File: src/rtl/ysyx_23060278_pkg.sv
// Shared types and sizes for the NPC write-back arbiter and register scoreboard.
package ysyx_23060278_pkg;

    localparam int XLEN = 32;
    localparam int NREG = 32;
    localparam int AW   = $clog2(NREG);

    typedef enum logic {
        REQ_ALU = 1'b0,
        REQ_LSU = 1'b1
    } wb_req_e;

    typedef struct packed {
        logic [AW-1:0]   rd;
        logic [XLEN-1:0] data;
    } wb_req_t;

    function automatic logic rd_is_zero(input logic [AW-1:0] rd);
        return (rd == {AW{1'b0}});
    endfunction

endpackage

File: src/rtl/ysyx_23060278_scoreboard.sv
// Pending-write scoreboard: busy vector, RAW/WAW issue hazard check and the
// write-port forwarding compare (enabled by macro YSYX_23060278_WB_FWD_EN).
module ysyx_23060278_scoreboard
    import ysyx_23060278_pkg::*;
(
    input  logic            clk,
    input  logic            rst,
    input  logic            iss_valid,
    input  logic            iss_wr,
    input  logic [AW-1:0]   iss_rd,
    input  logic [AW-1:0]   iss_rs1,
    input  logic [AW-1:0]   iss_rs2,
    input  logic            iss_use_rs1,
    input  logic            iss_use_rs2,
    input  logic            wb_en,
    input  logic [AW-1:0]   wb_rd,
    input  logic [XLEN-1:0] wb_data,
    output logic            iss_ready,
    output logic            wb_busy,
    output logic            fwd_hit1,
    output logic            fwd_hit2,
    output logic [XLEN-1:0] fwd_data
);

`ifdef YSYX_23060278_WB_FWD_EN
    localparam logic FWD_ON = 1'b1;
`else
    localparam logic FWD_ON = 1'b0;
`endif

    logic [NREG-1:1] busy_r;
    logic [NREG-1:1] busy_next_s;
    logic [NREG-1:0] busy_all_s;
    logic            hit_rd_s;
    logic            hazard_s;
    logic            set_s;

    // x0 is appended as a constant zero so any index can be looked up directly
    assign busy_all_s = {busy_r, 1'b0};

    // Compare issue operands against the write currently on the GPR port
    always_comb begin
        fwd_hit1 = FWD_ON & wb_en & (wb_rd == iss_rs1);
        fwd_hit2 = FWD_ON & wb_en & (wb_rd == iss_rs2);
        hit_rd_s = FWD_ON & wb_en & (wb_rd == iss_rd);
        if (FWD_ON) begin
            fwd_data = wb_data;
        end else begin
            fwd_data = {XLEN{1'b0}};
        end
    end

    // Hazard check; a forwarded register no longer counts as pending
    always_comb begin
        hazard_s  = (iss_use_rs1 & busy_all_s[iss_rs1] & ~fwd_hit1)
                  | (iss_use_rs2 & busy_all_s[iss_rs2] & ~fwd_hit2)
                  | (iss_wr      & busy_all_s[iss_rd]  & ~hit_rd_s);
        iss_ready = ~hazard_s;
        set_s     = iss_valid & ~hazard_s & iss_wr & ~rd_is_zero(iss_rd);
        wb_busy   = busy_all_s[wb_rd];
    end

    // Next busy vector: a new issue of the same index overrides the retiring write
    always_comb begin
        busy_next_s = busy_r;
        for (int i = 1; i < NREG; i++) begin
            if (set_s && (iss_rd == AW'(i))) begin
                busy_next_s[i] = 1'b1;
            end else if (wb_en && (wb_rd == AW'(i))) begin
                busy_next_s[i] = 1'b0;
            end else begin
                busy_next_s[i] = busy_r[i];
            end
        end
    end

    // Busy vector register
    always_ff @(posedge clk) begin
        if (rst) begin
            busy_r <= {(NREG-1){1'b0}};
        end else begin
            busy_r <= busy_next_s;
        end
    end

endmodule

File: src/rtl/ysyx_23060278_wb_arb.sv
// GPR write-back arbiter: round-robin ALU/LSU grant, registered write port,
// sticky error flag. Forwarding is enabled by macro YSYX_23060278_WB_FWD_EN.
module ysyx_23060278_wb_arb
    import ysyx_23060278_pkg::*;
(
    input  logic            clk,
    input  logic            rst,
    input  logic            iss_valid,
    output logic            iss_ready,
    input  logic            iss_wr,
    input  logic [AW-1:0]   iss_rd,
    input  logic [AW-1:0]   iss_rs1,
    input  logic [AW-1:0]   iss_rs2,
    input  logic            iss_use_rs1,
    input  logic            iss_use_rs2,
    input  logic            alu_valid,
    output logic            alu_ready,
    input  logic [AW-1:0]   alu_rd,
    input  logic [XLEN-1:0] alu_data,
    input  logic            lsu_valid,
    output logic            lsu_ready,
    input  logic [AW-1:0]   lsu_rd,
    input  logic [XLEN-1:0] lsu_data,
    output logic            gpr_wen,
    output logic [AW-1:0]   gpr_rd,
    output logic [XLEN-1:0] gpr_wdata,
    output logic            fwd_hit1,
    output logic            fwd_hit2,
    output logic [XLEN-1:0] fwd_data,
    output logic            err_wb
);

    wb_req_e last_grant_r;
    wb_req_t alu_req_s;
    wb_req_t lsu_req_s;
    wb_req_t win_s;
    logic    alu_grant_s;
    logic    lsu_grant_s;
    logic    xfer_s;
    logic    wr_s;
    logic    wb_busy_s;

    assign alu_req_s = '{rd: alu_rd, data: alu_data};
    assign lsu_req_s = '{rd: lsu_rd, data: lsu_data};

    // Round-robin grant; nothing is granted while reset is held so no request is lost
    always_comb begin
        alu_grant_s = 1'b0;
        lsu_grant_s = 1'b0;
        if (rst) begin
            alu_grant_s = 1'b0;
            lsu_grant_s = 1'b0;
        end else if (alu_valid && lsu_valid) begin
            alu_grant_s = (last_grant_r == REQ_LSU);
            lsu_grant_s = (last_grant_r == REQ_ALU);
        end else begin
            alu_grant_s = alu_valid;
            lsu_grant_s = lsu_valid;
        end
    end

    assign alu_ready = alu_grant_s;
    assign lsu_ready = lsu_grant_s;

    // Winner payload mux and write qualification (x0 writes are swallowed)
    always_comb begin
        if (lsu_grant_s) begin
            win_s = lsu_req_s;
        end else begin
            win_s = alu_req_s;
        end
        xfer_s = alu_grant_s | lsu_grant_s;
        wr_s   = xfer_s & ~rd_is_zero(win_s.rd);
    end

    // Grant history and registered GPR write port
    always_ff @(posedge clk) begin
        if (rst) begin
            last_grant_r <= REQ_LSU;
            gpr_wen      <= 1'b0;
            gpr_rd       <= {AW{1'b0}};
            gpr_wdata    <= {XLEN{1'b0}};
        end else begin
            gpr_wen <= wr_s;
            if (wr_s) begin
                gpr_rd    <= win_s.rd;
                gpr_wdata <= win_s.data;
            end else begin
                gpr_rd    <= gpr_rd;
                gpr_wdata <= gpr_wdata;
            end
            if (alu_grant_s) begin
                last_grant_r <= REQ_ALU;
            end else if (lsu_grant_s) begin
                last_grant_r <= REQ_LSU;
            end else begin
                last_grant_r <= last_grant_r;
            end
        end
    end

    // Sticky flag: a write retiring to a register nobody was waiting on
    always_ff @(posedge clk) begin
        if (rst) begin
            err_wb <= 1'b0;
        end else if (gpr_wen && !rd_is_zero(gpr_rd) && !wb_busy_s) begin
            err_wb <= 1'b1;
        end else begin
            err_wb <= err_wb;
        end
    end

    ysyx_23060278_scoreboard u_scoreboard (
        .clk         (clk),
        .rst         (rst),
        .iss_valid   (iss_valid),
        .iss_wr      (iss_wr),
        .iss_rd      (iss_rd),
        .iss_rs1     (iss_rs1),
        .iss_rs2     (iss_rs2),
        .iss_use_rs1 (iss_use_rs1),
        .iss_use_rs2 (iss_use_rs2),
        .wb_en       (gpr_wen),
        .wb_rd       (gpr_rd),
        .wb_data     (gpr_wdata),
        .iss_ready   (iss_ready),
        .wb_busy     (wb_busy_s),
        .fwd_hit1    (fwd_hit1),
        .fwd_hit2    (fwd_hit2),
        .fwd_data    (fwd_data)
    );

endmodule

File: config.mk
export PLATFORM = sky130hd
export DESIGN_NAME = ysyx_23060278_wb_arb
export DESIGN_NICKNAME = d
export VERILOG_FILES = /design/src/rtl/ysyx_23060278_pkg.sv /design/src/rtl/ysyx_23060278_scoreboard.sv /design/src/rtl/ysyx_23060278_wb_arb.sv
export SDC_FILE = /design/constraint.sdc
export NUM_CORES = 1
export LEC_CHECK = 0
export ABC_AREA = 1
export CAP_MARGIN = 20
export CORE_ASPECT_RATIO = 1.25
export CORE_MARGIN = 2
export CORE_UTILIZATION = 48
export CTS_CLUSTER_SIZE = 16
export DETAILED_ROUTE_END_ITERATION = 12
export GPL_TIMING_DRIVEN = 0
export PLACE_DENSITY = 0.82
export SLEW_MARGIN = 20
export SYNTH_ARGS = -nofsm -noshare
export SYNTH_HDL_FRONTEND = slang
export SYNTH_HIERARCHICAL = 1
export SYNTH_SLANG_ARGS = --single-unit
export TNS_END_PERCENT = 50
File: constraint.sdc
create_clock -name clk -period 1.9 [get_ports clk]
set_clock_uncertainty 0.1 [all_clocks]
set_input_delay 0.285 -clock clk [delete_from_list [all_inputs] [get_ports clk]]
set_output_delay 0.285 -clock clk [all_outputs]
set_load 0.03 [all_outputs]
## Word level (Yosys, flattened, before mapping)

Index checks and enable logic that the tools add are counted.

- Memories: 0
- Memory bits (writable): 0
- ROM bits: 0
- Latch bits: 0
- Bits in registers: 71

- Div/mod/pow operators: 0
- Order comparisons: 4
- Bitwise logic cells: 14
- Add/sub/neg operators: 0
- Multiply operators: 0
- Eq/ne operators: 62
- Multiplexer cells: 77
- Reduce and logical (&&, ||, !) cells: 102
- Shift operators: 0

Operators with widths:

| operator | count |
|---|---|
| $eq 5x5->1 const B | 32 |
| $eq 5x4->1 const B | 16 |
| $mux 1 | 72 |
| $logic_and 1x1->1 | 65 |
| $reduce_bool 2->1 | 32 |
| $eq 5x3->1 const B | 8 |
| $mux 37 | 1 |
| $lt 5x6->1 const B | 4 |
| $bmux 1 s5 | 4 |
| $eq 5x2->1 const B | 4 |
| $logic_not 5->1 | 3 |
| $eq 5x1->1 const B | 2 |
| $and 1x1->1 | 7 |
| $not 1->1 | 4 |
| $or 1x1->1 | 3 |
| $logic_not 1->1 | 2 |

## Depth between registers and ports, before layout

Gate-level depths: netlist of the first run.

- Depth in word-level cells: 11
- Mapped depth: 16
- Mapped depth without buffers: 14

## Cells and area by module

Netlist of the first run, hierarchy kept.

By module, submodules not included:

| module | sequential area each (um^2) | area each (um^2) | times used | cells an instance |
|---|---|---|---|---|
| ysyx_23060278_scoreboard | 620.6 | 3435.8 | 1 | 576 |
| ysyx_23060278_wb_arb | 800.8 | 2277.2 | 1 | 377 |

## Least setup slack after synthesis of the first run

No wires, ideal clock.

- Path type: input to register
- From: input rst
- To: register gpr_rd[1]
- Data required time: 1687 ps
- Cell stages on the path: 9
- Buffers on the path: 1
- Path slack: -84 ps
- Arrival time: 1771 ps
- Path through: inv_2 -> nand2_1 -> a21oi_1 -> nor2_1 -> inv_2 -> clkbuf_1 -> nand3_1 -> nand2_1 -> nor2_1

RTL lines:

| element | line | text |
|---|---|---|
| from (decl) | ysyx_23060278_wb_arb.sv:7 | `input logic rst,` |
| $mux 1 | ysyx_23060278_wb_arb.sv:50 | `if (rst) begin` |
| net alu_ready | ysyx_23060278_wb_arb.sv:17 | `output logic alu_ready,` |
| $or 1x1->1 | ysyx_23060278_wb_arb.sv:72 | `xfer_s = alu_grant_s \| lsu_grant_s;` |
| $and 1x1->1 | ysyx_23060278_wb_arb.sv:73 | `wr_s = xfer_s & ~rd_is_zero(win_s.rd);` |
| to (signal assigned) | ysyx_23060278_wb_arb.sv:81 | `gpr_rd <= {AW{1'b0}};` |
| to (signal assigned) | ysyx_23060278_wb_arb.sv:86 | `gpr_rd <= win_s.rd;` |
| to (signal assigned) | ysyx_23060278_wb_arb.sv:89 | `gpr_rd <= gpr_rd;` |
| to (decl) | ysyx_23060278_wb_arb.sv:25 | `output logic [AW-1:0] gpr_rd,` |

The timed path passes the listed nets, and every way through them passes these cells.
A chain may end at the register's enable or synchronous reset.

## Worst setup path after layout of the first run

- From: input iss_rs2[2]
- To: output iss_ready

- Longest elaborated chain between the ends: 6

RTL lines:

| element | line | text |
|---|---|---|
| from (decl) | ysyx_23060278_wb_arb.sv:13 | `input logic [AW-1:0] iss_rs2,` |
| $bmux 1 s5 | ysyx_23060278_scoreboard.sv:56 | `\| (iss_use_rs2 & busy_all_s[iss_rs2] & ~fwd_hit2)` |
| $mux 1 (not written as such) | ysyx_23060278_scoreboard.sv:56 |  |
| $and 1x1->1 | ysyx_23060278_scoreboard.sv:56 |  |
| $or 1x1->1 | ysyx_23060278_scoreboard.sv:56 |  |
| $or 1x1->1 | ysyx_23060278_scoreboard.sv:57 | `\| (iss_wr & busy_all_s[iss_rd] & ~hit_rd_s);` |
| $not 1->1 | ysyx_23060278_scoreboard.sv:58 | `iss_ready = ~hazard_s;` |
| to (decl) | ysyx_23060278_wb_arb.sv:9 | `output logic iss_ready,` |

Every way passes these cells. The select of a mux whose other input is x is not followed.

==> results of run 1 <==
==> cells by family (layout without fill, tap and decap cells) <==
kind of cell | Yosys count | in the layout | synth area share
AND/OR/NAND/NOR | 614 | 614 | 0.484
flip-flops | 71 | 71 | 0.249
buffers and inverters | 184 | 348 | 0.166
other | 1 | 34 | 0.000656
AO/OA/AOI/OAI | 83 | 83 | 0.101
==> layout make-up <==
class / count / area (um^2)
Tap cell: 161 / 201
Clock buffer: 10 / 239
Buffer: 78 / 589
Fill cell: 1031 / 3540
Clock inverter: 6 / 60.1
Timing Repair Buffer: 149 / 1510
Sequential cell: 71 / 1470
Multi-Input combinational cell: 731 / 3600
Inverter: 105 / 410
==> worst max-delay path, cell delays in order <==
cell and delay [ns]:
clkdlybuf4s50_1 0.57, inv_1 0.10, nand3_1 0.09, nand3_1 0.09
nand3_2 0.10, nand3_4 0.11, nand2_4 0.11, nor2_8 0.04
buf_8 0.12, buf_6 0.12
==> path summary, 6_finish.rpt <==
kind                            from                      end  depth (start not counted)
max                       iss_rs2[2]                iss_ready                         10
min                              rst  u_scoreboard/busy_r[27]                          2
max reg2reg  u_scoreboard/busy_r[20]  u_scoreboard/busy_r[12]                         17
min reg2reg            gpr_wdata[19]            gpr_wdata[19]                          2
==> layer usage <==
metal,part of all wire,vias up,track usage
met5,0,-,0
met4,0.054,0,0.152
met3,0.083,69,0.0688
met2,0.51,291,0.524
met1,0.35,2898,0.329
li1,-,3294,-
==> cells in the final DEF, fill, tap and decap left out, types with 22 or more instances in the layout <==
master,synthesis,routed
a21oi_2,29,32
nor2_2,32,35
dfxtp_2,0,22
nand3_1,88,85
clkdlybuf4s50_1,0,118
nand2_1,346,342
dfxtp_1,71,44
inv_1,93,86
nand3_2,32,29
conb_1,1,34
buf_4,37,50
nor2_1,91,85
==> state kept, by name, indices dropped and copies added, names as in the netlist <==
| name | flops |
|---|---|
| u_scoreboard/busy_r | 31 |
| gpr_wdata | 32 |
| gpr_wen | 1 |
| err_wb | 1 |
| gpr_rd | 5 |
| last_grant_r | 1 |
==> power by group through the flow <==
stage | clock (uW) | sequential [uW] | combinational, uW
finish | 1680 | 1640 | 1640
global placement | 0 | 1670 | 1480
CTS | 1700 | 1650 | 1560
global route | 1780 | 1650 | 1760
floorplan | 0 | 1820 | 804
detailed placement | 0 | 1680 | 1490
==> per-stage QoR <==
| step | hold WS, ns | std cells |
|---|---|---|
| after detailed placement | 0.353 | 1280 |
| after CTS | 0.276 | 1304 |
| after global placement | 0.344 | 1280 |
| after global routing | 0.225 | 1311 |
| after floorplan | 0.254 | 986 |
| final | 0.215 | 1311 |
==> timing repair <==
item	in CTS	in global routing
pin swaps	6	20
cloned	2	2
hold buffers	0	0
setup endpoints to repair	78	70
resized for setup	80	59
setup buffers	6	7
==> summary.md, run 1 <==
| Metric | Value |
|---|---|
| TritonCTS Sinks | `71` |
| First-pass GRT wire length | `29800 um` |
| Area after DPL | `7370 um^2` |
| Seq pwr share | `0.331` |
| Grt total ovfl | `0` |
| Max H-tree Level | `3` |
| Final Cell Area | `8080 um^2` |
| Drt wl/cell | `14.8 um` |
| Kind of critical path | `primary input to primary output` |
| Initial antenna violation count | `0` |
| CTS tree | `built` |
| Std cell rows | `44` |
| Clock Path Buffers | `2` |
| Startpoint Class | `primary input` |
| Period utilization | `1.13` |
| Vias | `6552` |
| F_max | `468 MHz` |
| Logic pwr share | `0.331` |
| Max Cap Viol | `0` |
| Final setup fails | `24` |
| Vias in the first global route | `5996` |
| Failing checks | `negative setup slack` |
| Worst-Skew Late Latency | `0.34 ns` |
| Synth area leader | `dfxtp_1` |
| Async S/R FF share, synth | `0` |
| Pre-CTS WS | `-1.28 ns` |
| Initial drt markers | `360` |
| Vias per inst | `5.00` |
| Leakage | `0.00364 uW` |
| Port Buffer Count | `133` |
| FF+latch count, synth | `71` |
| Synthesized area | `5710 um^2` |
| Pwr dens | `614 nW/um^2` |
| N_diodes | `0` |
| Synth cell types | `38` |
| CP endpoint kind | `primary output` |
| Design internal power | `3310 uW` |
| Drt pass-1 iters | `5` |
| Largest net degree at the start of global routing | `13` |
| R2r setup slk | `-0.19 ns` |
| Max Slew Vio Count | `0` |
| Syn avg cell area | `5.99 um^2` |
| Layout cells sized above 1 | `0.231` |
| Final Worst Setup Slack | `-0.238 ns` |
| Total number of yosys warnings | `6` |
| Count leader, synth | `nand2_1` |
| Post-synthesis sequential area ratio | `0.249` |
| Power Total | `4960 uW` |
| Post-synth top cells | `nand2_1 (346), inv_1 (93), nor2_1 (91), nand3_1 (88), dfxtp_1 (71)` |
| I/O pin cnt | `173` |
| Worst Tran Pin Value | `0.806 ns` |
| DRT Wirelength | `19400 um` |
| Antenna Nets Post-Route | `0` |
| Final core utilization | `0.695` |
| RSZ-0062 raised after global routing | `yes` |
| Main synth FF type | `dfxtp_1` |
| GRT Util Overall | `0.298` |
| GP Congestion | `0.994` |
| Die Width | `102 um` |
| Worst-path fanout max | `6` |
| Starting Density | `0.492` |
| Synth top area cells | `dfxtp_1 (25%), nand2_1 (23%), nand3_1 (7.7%)` |
| Area share of the largest cell type after synthesis | `0.249` |
| Cells after Synth | `953` |
| Die height | `126 um` |
| Peak VDD IR | `0.475 mV` |
| CP arrival | `1.75 ns` |
| Layout area overhead | `41.4%` |
| Core box area | `11600 um^2` |
| Final HPWL DP | `14700 um` |
| Outcome | `complete, but fails checks` |
| Clock transition at path regs | `0.06 ns` |
| Slew HR | `0.463` |
| Critical Path RT | `1.51 ns` |
| Die area | `12800 um^2` |
| NumNets Final | `1242` |
| Final period demand of the worst path | `2.14 ns` |
| Clock Tree Root | `clkbuf_16` |
| Net Sw Frac | `0.333` |
| Setup TNS | `-3.17 ns` |
| TritonCTS Buffers | `9` |
| Final hold violation count | `0` |
| Worst hold path type | `primary input to flip-flop` |
| Number of enable flip-flop cells after synthesis | `0` |
| Residual DRC | `0` |
| Sw power | `1650 uW` |
| Clk pwr share | `0.338` |
Power figures use the tool's default switching activity.
==> inputs of run 2 (changes only) <==
- CORE_UTILIZATION: 48 -> 30
- PLACE_DENSITY: 0.82 -> unset
==> summary.md, run 2 (synthesis gave the netlist of run 1 again) <==
| Metric | Value |
|---|---|
| Outcome | `complete, but fails checks` |
| Failing checks | `negative setup slack` |
| # placed instances | `1351` |
| CTS tree | `built` |
| GP Congestion | `0.937` |
| Kind of critical path | `flip-flop to primary output` |
| Fill cells | `1990` |
| Core box area | `18700 um^2` |
| Initial drt markers | `411` |
| GRT Util Overall | `0.196` |
| Die height | `158 um` |
| Final hold slack | `0.280 ns` |
| Final core utilization | `0.447` |
| Vias per inst | `4.69` |
| CP arrival | `1.79 ns` |
| Hold Crit Start | `iss_rd[4]` |
| Area after DPL | `7460 um^2` |
| Crit path cell chain | `buf_12 > nand2_1 > o21ai_1 > nor2_1 > nor2_1 > nor2_1 > nand2_1 > nand3_2 > nand2_4 > nor2_8 > buf_12 > buf_8` |
| Final Cell Area | `8360 um^2` |
| Starting Density | `0.305` |
| CP max stage delay | `0.36 ns` |
| CP endpoint kind | `primary output` |
| Vias in the first global route | `5888` |
| Final HPWL DP | `15500 um` |
| Max H-tree Level | `3` |
| TritonCTS Sinks | `71` |
| Critical Path RT | `1.51 ns` |
| Biggest register | `gpr_wdata` |
| Die Width | `127 um` |
| Final hold violation count | `0` |
| Initial antenna violation count | `1` |
| Leakage | `0.00367 uW` |
| Power Total | `5190 uW` |
| CP max-delay cell | `dfxtp_4` |
| Cts hold-fix bufs | `0` |
| Final period demand of the worst path | `2.18 ns` |
| Commonest non-fill, non-tap cell in the layout | `nand2_1` |
| Max Cap Viol | `0` |
| Worst hold path type | `primary input to flip-flop` |
| RSZ-0062 raised after global routing | `yes` |
| First-pass GRT wire length | `30900 um` |
| Worst-Skew Late Latency | `0.34 ns` |
| Die area | `20200 um^2` |
| Peak VDD IR | `0.423 mV` |
| Register Area | `1480 um^2` |
| Period utilization | `1.15` |
| Final Worst Setup Slack | `-0.276 ns` |
| Largest registers | `gpr_wdata x32, u_scoreboard/busy_r x31, gpr_rd x5` |
| Layout area overhead | `46.3%` |
| Clock Path Buffers | `2` |
| NumNets Final | `1244` |
| DRT Wirelength | `20200 um` |
| Worst Tran Pin Value | `0.891 ns` |
| Clock transition at path regs | `0.06 ns` |
| I/O pin cnt | `173` |
| Std cell rows | `56` |
| Grt total ovfl | `0` |
| Pwr dens | `620 nW/um^2` |
| Slew HR | `0.406` |
| Residual DRC | `0` |
| Antenna Nets Post-Route | `0` |
| Drt wl/cell | `14.6 um` |
| Final setup fails | `30` |
| Port Buffer Count | `133` |
| Number of flip-flops under the largest register name | `32` |
| Clock Tree Root | `clkbuf_16` |
| Vias | `6497` |
| Most frequent cells in the layout | `nand2_1 (343), clkdlybuf4s50_1 (119), nand3_1 (84), nor2_1 (84), inv_1 (81)` |
| Setup crit start | `u_scoreboard/busy_r[16]` |
| Max Slew Vio Count | `0` |
| Area of the multi-input gates | `3650 um^2` |
| R2R Path Start | `u_scoreboard/busy_r[16]` |
| Worst-path fanout max | `3` |
| Drt pass-1 iters | `5` |
| Largest net degree at the start of global routing | `13` |
| TritonCTS Buffers | `9` |
| Layout cells sized above 1 | `0.241` |
| Cell mode on critical path | `nor2_1` |
| Non-filler cells, final | `1385` |
| F_max | `460 MHz` |
| Startpoint Class | `flip-flop` |
run 2: changes by cell type in the layout (fill, tap and decap cells not counted), sizes merged:
cell | before | now
dlymetal6s2s | 4 | 1
buf | 77 | 79
bufinv | 1 | 3
clkdlybuf4s15 | 1 | 3
clkinvlp | 2 | 0
clkdlybuf4s50 | 118 | 119
clkinv | 6 | 5
diode | 0 | 1
inv | 102 | 103
run 2: cell type report:
| cell class | instances | area share |
|---|---|---|
| clock inverter | 6 | 0.0100 |
| inverter | 105 | 0.0512 |
| multi-input combinational | 731 | 0.437 |
| antenna | 1 | 0.000299 |
| sequential | 71 | 0.177 |
| buffer | 78 | 0.0723 |
| timing repair buffer | 151 | 0.189 |
| tap | 232 | 0.0347 |
| clock buffer | 10 | 0.0286 |
run 2: worst paths after layout:
path	endpoint	slack [ns]	cells after the start
setup / recovery	iss_ready	-0.28	12
hold / removal	u_scoreboard/busy_r[11]	0.28	4
setup reg to reg	u_scoreboard/busy_r[14]	-0.17	16
hold reg to reg	err_wb	0.35	2
run 2: critical path, delay by kind of cell, from the launching register on:
| family | cells | cell delay (ns) |
|---|---|---|
| AOI/OAI and AO/OA | 1 | 0.05 |
| buffers and inverters | 3 | 0.36 |
| and+or+nand+nor | 8 | 0.68 |
| DFF | 1 | 0.36 |
run 2: per-stage QoR:
stage          setup TNS (ns)  worst slack [ns]
3_3_place_gp           -54.91             -1.34
3_5_place_dp           -54.10             -1.32
6_report                -3.31            -0.276
2_1_floorplan         -0.0496           -0.0496
4_1_cts                 -5.56            -0.316
5_1_grt                 -7.42            -0.345
run 2: power by group:
part           leakage (uW)  internal (uW)  total (uW)  switching [uW]
Sequential         0.000599           1570        1640            71.6
Clock              0.000162           1180        1850             668
Combinational       0.00291            744        1700             955
Total               0.00367           3490        5190            1690
run 2: per-layer routing:
layer,track usage,routed length (um),vias to the layer above
li1,-,-,3319
met5,0,0,-
met2,0.343,9980,240
met3,0.0514,1500,47
met4,0.0848,690,0
met1,0.225,7990,2891
run 2: repair_timing:
| action | CTS | global route |
|---|---|---|
| setup endpoints to repair | 78 | 66 |
| buffers inserted | 9 | 8 |
| resized for setup | 87 | 91 |
| gates cloned | 1 | 2 |
| hold endpoints to repair | 0 | 0 |
| pin swaps | 7 | 26 |
